`src/rtl/tap_mac_filter.sv`:
```
// Time-multiplexed FIR/matched filter: snapshots the tap-delay line on each sample
// strobe and multiply-accumulates one tap per cycle against a programmable coefficient bank.
module tap_mac_filter #(
    parameter int unsigned NUM_TAPS   = 4,
    parameter int unsigned DATA_WIDTH = 18,
    parameter int unsigned COEF_WIDTH = 18,
    parameter int unsigned OUT_WIDTH  = 18,
    parameter int unsigned OUT_SHIFT  = 17
) (
    input  logic                         clk,
    input  logic                         rst,
    input  logic signed [DATA_WIDTH-1:0] taps [0:NUM_TAPS-1],
    input  logic                         sample_valid,
    input  logic                         coef_wr_en,
    input  logic [((NUM_TAPS > 1) ? $clog2(NUM_TAPS) : 1)-1:0] coef_addr,
    input  logic signed [COEF_WIDTH-1:0] coef_wr_data,
    output logic signed [OUT_WIDTH-1:0]  filt_out,
    output logic                         filt_valid,
    output logic                         busy,
    output logic                         sat,
    output logic                         overrun,
    output logic                         coef_err
);

    localparam int unsigned IDX_W  = (NUM_TAPS > 1) ? $clog2(NUM_TAPS) : 1;
    localparam int unsigned PROD_W = DATA_WIDTH + COEF_WIDTH;
    localparam int unsigned ACC_W  = PROD_W + IDX_W;

    localparam logic [IDX_W-1:0]        LAST_IDX   = IDX_W'(NUM_TAPS - 1);
    localparam logic signed [ACC_W-1:0] ROUND_HALF = ACC_W'(64'sd1 <<< (OUT_SHIFT - 1));
    localparam logic signed [ACC_W-1:0] SAT_MAX    = ACC_W'((64'sd1 <<< (OUT_WIDTH - 1)) - 64'sd1);
    localparam logic signed [ACC_W-1:0] SAT_MIN    = ~SAT_MAX;

    typedef enum logic [1:0] {
        S_IDLE,
        S_ACCUM,
        S_ROUND
    } state_t;

    state_t                       r_state;
    state_t                       w_next;
    logic signed [DATA_WIDTH-1:0] r_snap [0:NUM_TAPS-1];
    logic signed [COEF_WIDTH-1:0] r_coef [0:NUM_TAPS-1];
    logic signed [ACC_W-1:0]      r_acc;
    logic [IDX_W-1:0]             r_idx;
    logic signed [OUT_WIDTH-1:0]  r_filt_out;
    logic                         r_filt_valid;
    logic                         r_busy;
    logic                         r_sat;
    logic                         r_overrun;
    logic                         r_coef_err;

    logic                         w_addr_ok;
    logic                         w_coef_ok;
    logic signed [PROD_W-1:0]     w_prod;
    logic signed [ACC_W-1:0]      w_sum;
    logic signed [ACC_W-1:0]      w_shift;
    logic signed [OUT_WIDTH-1:0]  w_result;
    logic                         w_clip;

    // Coefficients may only change between samples so each result uses one consistent bank.
    assign w_addr_ok = (32'(coef_addr) < NUM_TAPS);
    assign w_coef_ok = coef_wr_en && (r_state == S_IDLE) && !sample_valid && w_addr_ok;

    assign w_prod  = r_snap[r_idx] * r_coef[r_idx];
    assign w_sum   = r_acc + ROUND_HALF;
    assign w_shift = w_sum >>> OUT_SHIFT;

    // Round-half-up result clipped to the output range.
    always_comb begin
        w_clip   = 1'b0;
        w_result = w_shift[OUT_WIDTH-1:0];
        if (w_shift > SAT_MAX) begin
            w_clip   = 1'b1;
            w_result = SAT_MAX[OUT_WIDTH-1:0];
        end else if (w_shift < SAT_MIN) begin
            w_clip   = 1'b1;
            w_result = SAT_MIN[OUT_WIDTH-1:0];
        end
    end

    always_ff @(posedge clk or negedge rst) begin
        if (!rst) begin
            r_state <= S_IDLE;
        end else begin
            r_state <= w_next;
        end
    end

    always_comb begin
        w_next = r_state;
        case (r_state)
            S_IDLE:  if (sample_valid) w_next = S_ACCUM;
            S_ACCUM: if (r_idx == LAST_IDX) w_next = S_ROUND;
            S_ROUND: w_next = S_IDLE;
            default: w_next = S_IDLE;
        endcase
    end

    always_ff @(posedge clk or negedge rst) begin
        if (!rst) begin
            for (int i = 0; i < int'(NUM_TAPS); i++) begin
                r_snap[i] <= '0;
                r_coef[i] <= '0;
            end
            r_acc        <= '0;
            r_idx        <= '0;
            r_filt_out   <= '0;
            r_filt_valid <= 1'b0;
            r_busy       <= 1'b0;
            r_sat        <= 1'b0;
            r_overrun    <= 1'b0;
            r_coef_err   <= 1'b0;
        end else begin
            r_filt_valid <= 1'b0;
            r_sat        <= 1'b0;
            r_busy       <= (w_next != S_IDLE);
            r_coef_err   <= coef_wr_en && !w_coef_ok;
            if (w_coef_ok) begin
                r_coef[coef_addr] <= coef_wr_data;
            end
            if (sample_valid && (r_state != S_IDLE)) begin
                r_overrun <= 1'b1;
            end
            case (r_state)
                S_IDLE: begin
                    if (sample_valid) begin
                        for (int i = 0; i < int'(NUM_TAPS); i++) begin
                            r_snap[i] <= taps[i];
                        end
                        r_acc <= '0;
                        r_idx <= '0;
                    end
                end
                S_ACCUM: begin
                    r_acc <= r_acc + ACC_W'(w_prod);
                    r_idx <= r_idx + IDX_W'(1);
                end
                S_ROUND: begin
                    r_filt_out   <= w_result;
                    r_filt_valid <= 1'b1;
                    r_sat        <= w_clip;
                end
                default: ;
            endcase
        end
    end

    assign filt_out   = r_filt_out;
    assign filt_valid = r_filt_valid;
    assign busy       = r_busy;
    assign sat        = r_sat;
    assign overrun    = r_overrun;
    assign coef_err   = r_coef_err;

endmodule

```
`config.mk`:
```
export PLATFORM = sky130hd
export DESIGN_NAME = tap_mac_filter
export DESIGN_NICKNAME = d
export VERILOG_FILES = /design/src/rtl/tap_mac_filter.sv
export SDC_FILE = /design/constraint.sdc
export NUM_CORES = 1
export LEC_CHECK = 0
export ABC_AREA = 1
export ABC_CLOCK_PERIOD_IN_PS = 8750
export CORE_ASPECT_RATIO = 0.8
export CORE_MARGIN = 8
export CORE_UTILIZATION = 56
export DETAILED_ROUTE_END_ITERATION = 12
export PLACE_DENSITY = 0.75
export SLEW_MARGIN = 10
export SYNTH_ARGS = -nofsm -noshare
export SYNTH_HDL_FRONTEND = slang
export SYNTH_SLANG_ARGS = --single-unit
```
`constraint.sdc`:
```
create_clock -name clk -period 8.75 [get_ports clk]
set_input_delay 1.75 -clock clk [delete_from_list [all_inputs] [get_ports clk]]
set_output_delay 1.75 -clock clk [all_outputs]
set_load 0.01 [all_outputs]
```
==> results.sh <==
export IMPL_dp_hpwl_mm=52.93
export IMPL_ys_warn_count=0
export IMPL_synth_simple_gate_area_share=0.1976
export IMPL_yosys_area_top_type_share=0.3209
export IMPL_detail_route_wirelength_mm=65.32
export IMPL_synth_fa_ha_area_frac=0.3840
export IMPL_final_util=0.6272
export IMPL_die_x_um=244.5
export IMPL_ys_async_sr_fraction=1.000
export IMPL_met3_usage=0.06736
export IMPL_final_common_cell="nand2_1"
export IMPL_cp_arrival_ns=8.72
export IMPL_finalSetupViolations=0
export IMPL_holdPathStages=2
export IMPL_die_h_um=198.8
export IMPL_hold_path_class="reg2reg"
export IMPL_syn_avg_cell_area_um2=8.261
export IMPL_end_kind="register"
export IMPL_seq_area_frac_synth=0.2236
export IMPL_syn_num_nets=3421
export IMPL_grt_busiest_layer="met2"
export IMPL_grt_max_degree=96
export IMPL_drv_cap=0
export IMPL_gr_total_overflow=0
export IMPL_nNetsFinal=3525
export IMPL_hold_viol=0
export IMPL_setup_tns_ns=0
export IMPL_core_area_um2=41580
export IMPL_antenna_found_initial=0
export IMPL_status="finished clean"
export IMPL_worst_path_buf_inv=7
export IMPL_gr_usage_met1=0.3900
export IMPL_cpMaxStageDelayCell="fa_1"
export IMPL_crit_family="adder cells"
export IMPL_cp_depth=28
export IMPL_ys_types=39
export IMPL_cp_required_ns=9.18
export IMPL_num_rows=67
export IMPL_h_tree_depth=1
export IMPL_synth_ff_type="dfrtp_1"
export IMPL_syn2layout_area_growth_pct=11.48
export IMPL_ant_nets=0
export IMPL_critPathKind="reg2reg"
export IMPL_startpoint_type="register"
export IMPL_cts_tree="done"
export IMPL_ios=119
export IMPL_rsz0062_at_grt="false"
export IMPL_synth_largest_area_cell="fa_1"
export IMPL_layout_drive_gt1_share=0.05932
export IMPL_portBuffers=118
export IMPL_netlist_area_um2=23390
export IMPL_gp_congestion=0.9879
export IMPL_clock_sinks=209
export IMPL_ys_ff_latch=209
export IMPL_root_buffer="clkbuf_16"
export IMPL_worst_path_max_fanout=41
export IMPL_vias=19080
export IMPL_start_util=0.5627
export IMPL_mostFrequentLayoutCells="748 x nand2_1, 548 x inv_1, 375 x fa_1, 303 x nor2_1, 208 x dfrtp_1"
export IMPL_tightestPinTransition_ns=1.178
export IMPL_fmax_mhz=120.5
export IMPL_diodes=0
export IMPL_vias_per_cell=5.448
export IMPL_first_iter_violations=1725
export IMPL_synth_edf_count=0
export IMPL_grt_usage=0.2807
export IMPL_fin_skew_ns=0.009173
export IMPL_dr_pass1_iters=5
export IMPL_slew_violations=0
export IMPL_wl_per_cell_um=18.65
export IMPL_use_met2=0.4512
export IMPL_period_share=0.9483
export IMPL_dieArea_um2=48610
export IMPL_finalCriticalPeriod_ns=8.297
export IMPL_cts_made_buffers=24
export IMPL_yosys_area_share_xor_xnor=0.009359
export IMPL_drc=0
export IMPL_crit_top_cell="nand2_1"
export IMPL_synthMuxAreaShare=0
export IMPL_slew_limit_headroom=0.2134
export IMPL_clk_transition_reported_paths_ns=0.06
export IMPL_r2r_cells=28
export IMPL_synth_top_family_by_area="adder cells"
export IMPL_synth_cells=2832
export IMPL_grt_pass1_vias=20140
export IMPL_synth_area_leaders="fa_1 32%, dfrtp_1 22%, nand2_1 12%"
export IMPL_grt_pass1_wl_mm=108.3
export IMPL_synth_compound_area_frac=0.07760
export IMPL_cts_hold_buffers=0
export IMPL_clkLatencyLatePin_ns=0.54
export IMPL_critPathMaxStageDelay_ns=0.57
export IMPL_cts_path_max_buffers=3
==> synth_stat cells, types with 9 or more instances <==
| cell | instances |
|---|---|
| a21oi_2 | 10 |
| nand2_1 | 748 |
| nor2_1 | 305 |
| nand2_2 | 14 |
| dfrtp_1 | 209 |
| ha_1 | 118 |
| a21oi_1 | 84 |
| a32oi_1 | 10 |
| nor3_1 | 9 |
| clkbuf_1 | 58 |
| xor2_1 | 20 |
| o22ai_1 | 11 |
| nor2_2 | 10 |
| a32oi_2 | 24 |
| inv_2 | 16 |
| buf_2 | 22 |
| nand3_1 | 56 |
| inv_1 | 550 |
| o21ai_0 | 130 |
| fa_1 | 375 |
==> sequential cells by signal (all words and copies together), names as in the netlist <==
register	flops
filt_out	18
overrun	1
r_state	2
r_acc	38
r_idx	2
r_snap	72
coef_err	1
filt_valid	1
sat	1
busy	1
r_coef	72
==> layout make-up <==
cell class / count / area (um2)
multi-input cells: 1966 / 15670
fillers: 3612 / 15500
flip-flops and latches: 209 / 5231
inverters: 569 / 2143
repair buffers: 166 / 1549
clock buffers: 34 / 709.4
well taps: 552 / 690.7
clock inverters: 6 / 90.09
==> metrics by stage <==
step / worst slack (ns) / hold WS [ns] / area [um2] / std cells
finish: 0.4525 / 0.4710 / 26080 / 3502
global route: 0.01714 / 0.4822 / 26080 / 3502
CTS: 0.4920 / 0.4734 / 26020 / 3497
detailed placement: 0.4932 / 0.4589 / 25220 / 3457
global placement: 0.5579 / 0.4560 / 25220 / 3457
floorplan: 1.988 / 0.4422 / 23390 / 2832
==> per-layer routing <==
| metal | share of wire | vias to the layer above |
|---|---|---|
| met2 | 0.46 | 782 |
| met5 | 0 | - |
| met4 | 0.021 | 0 |
| li1 | - | 8685 |
| met3 | 0.10 | 82 |
| met1 | 0.42 | 9530 |
==> worst min-delay path: stages (launching register included) <==
cell and delay, ns:
dfrtp_1 0.34, nand2_1 0.05, nand2_1 0.04
==> path summary, 6_finish.rpt <==
kind	from	slack, ns	end
setup / recovery	r_idx[0]	0.45	r_acc[24]
hold / removal	r_snap[0]	0.47	r_snap[0]
setup reg to reg	r_idx[0]	0.45	r_acc[24]
hold reg to reg	r_snap[0]	0.47	r_snap[0]
max in group asynchronous	rst	5.97	r_snap[65]
min in group asynchronous	rst	1.24	r_acc[3]
==> cells by family after synthesis <==
logic type               Yosys count
adder cells (fa/ha/maj)          493
AND/OR/NAND/NOR                 1166
AO/OA/AOI/OAI                    282
buffers and inverters            657
flip-flops                       209
XOR/XNOR                          25
==> timing repair <==
action	CTS	global route
endpoints found under the hold margin	0	0
setup endpoints to repair	0	3
buffers inserted	0	5
resized for setup	0	5
Power is not shown: default switching activity piles up to over one toggle a cycle in this logic, so the estimate is an artifact.
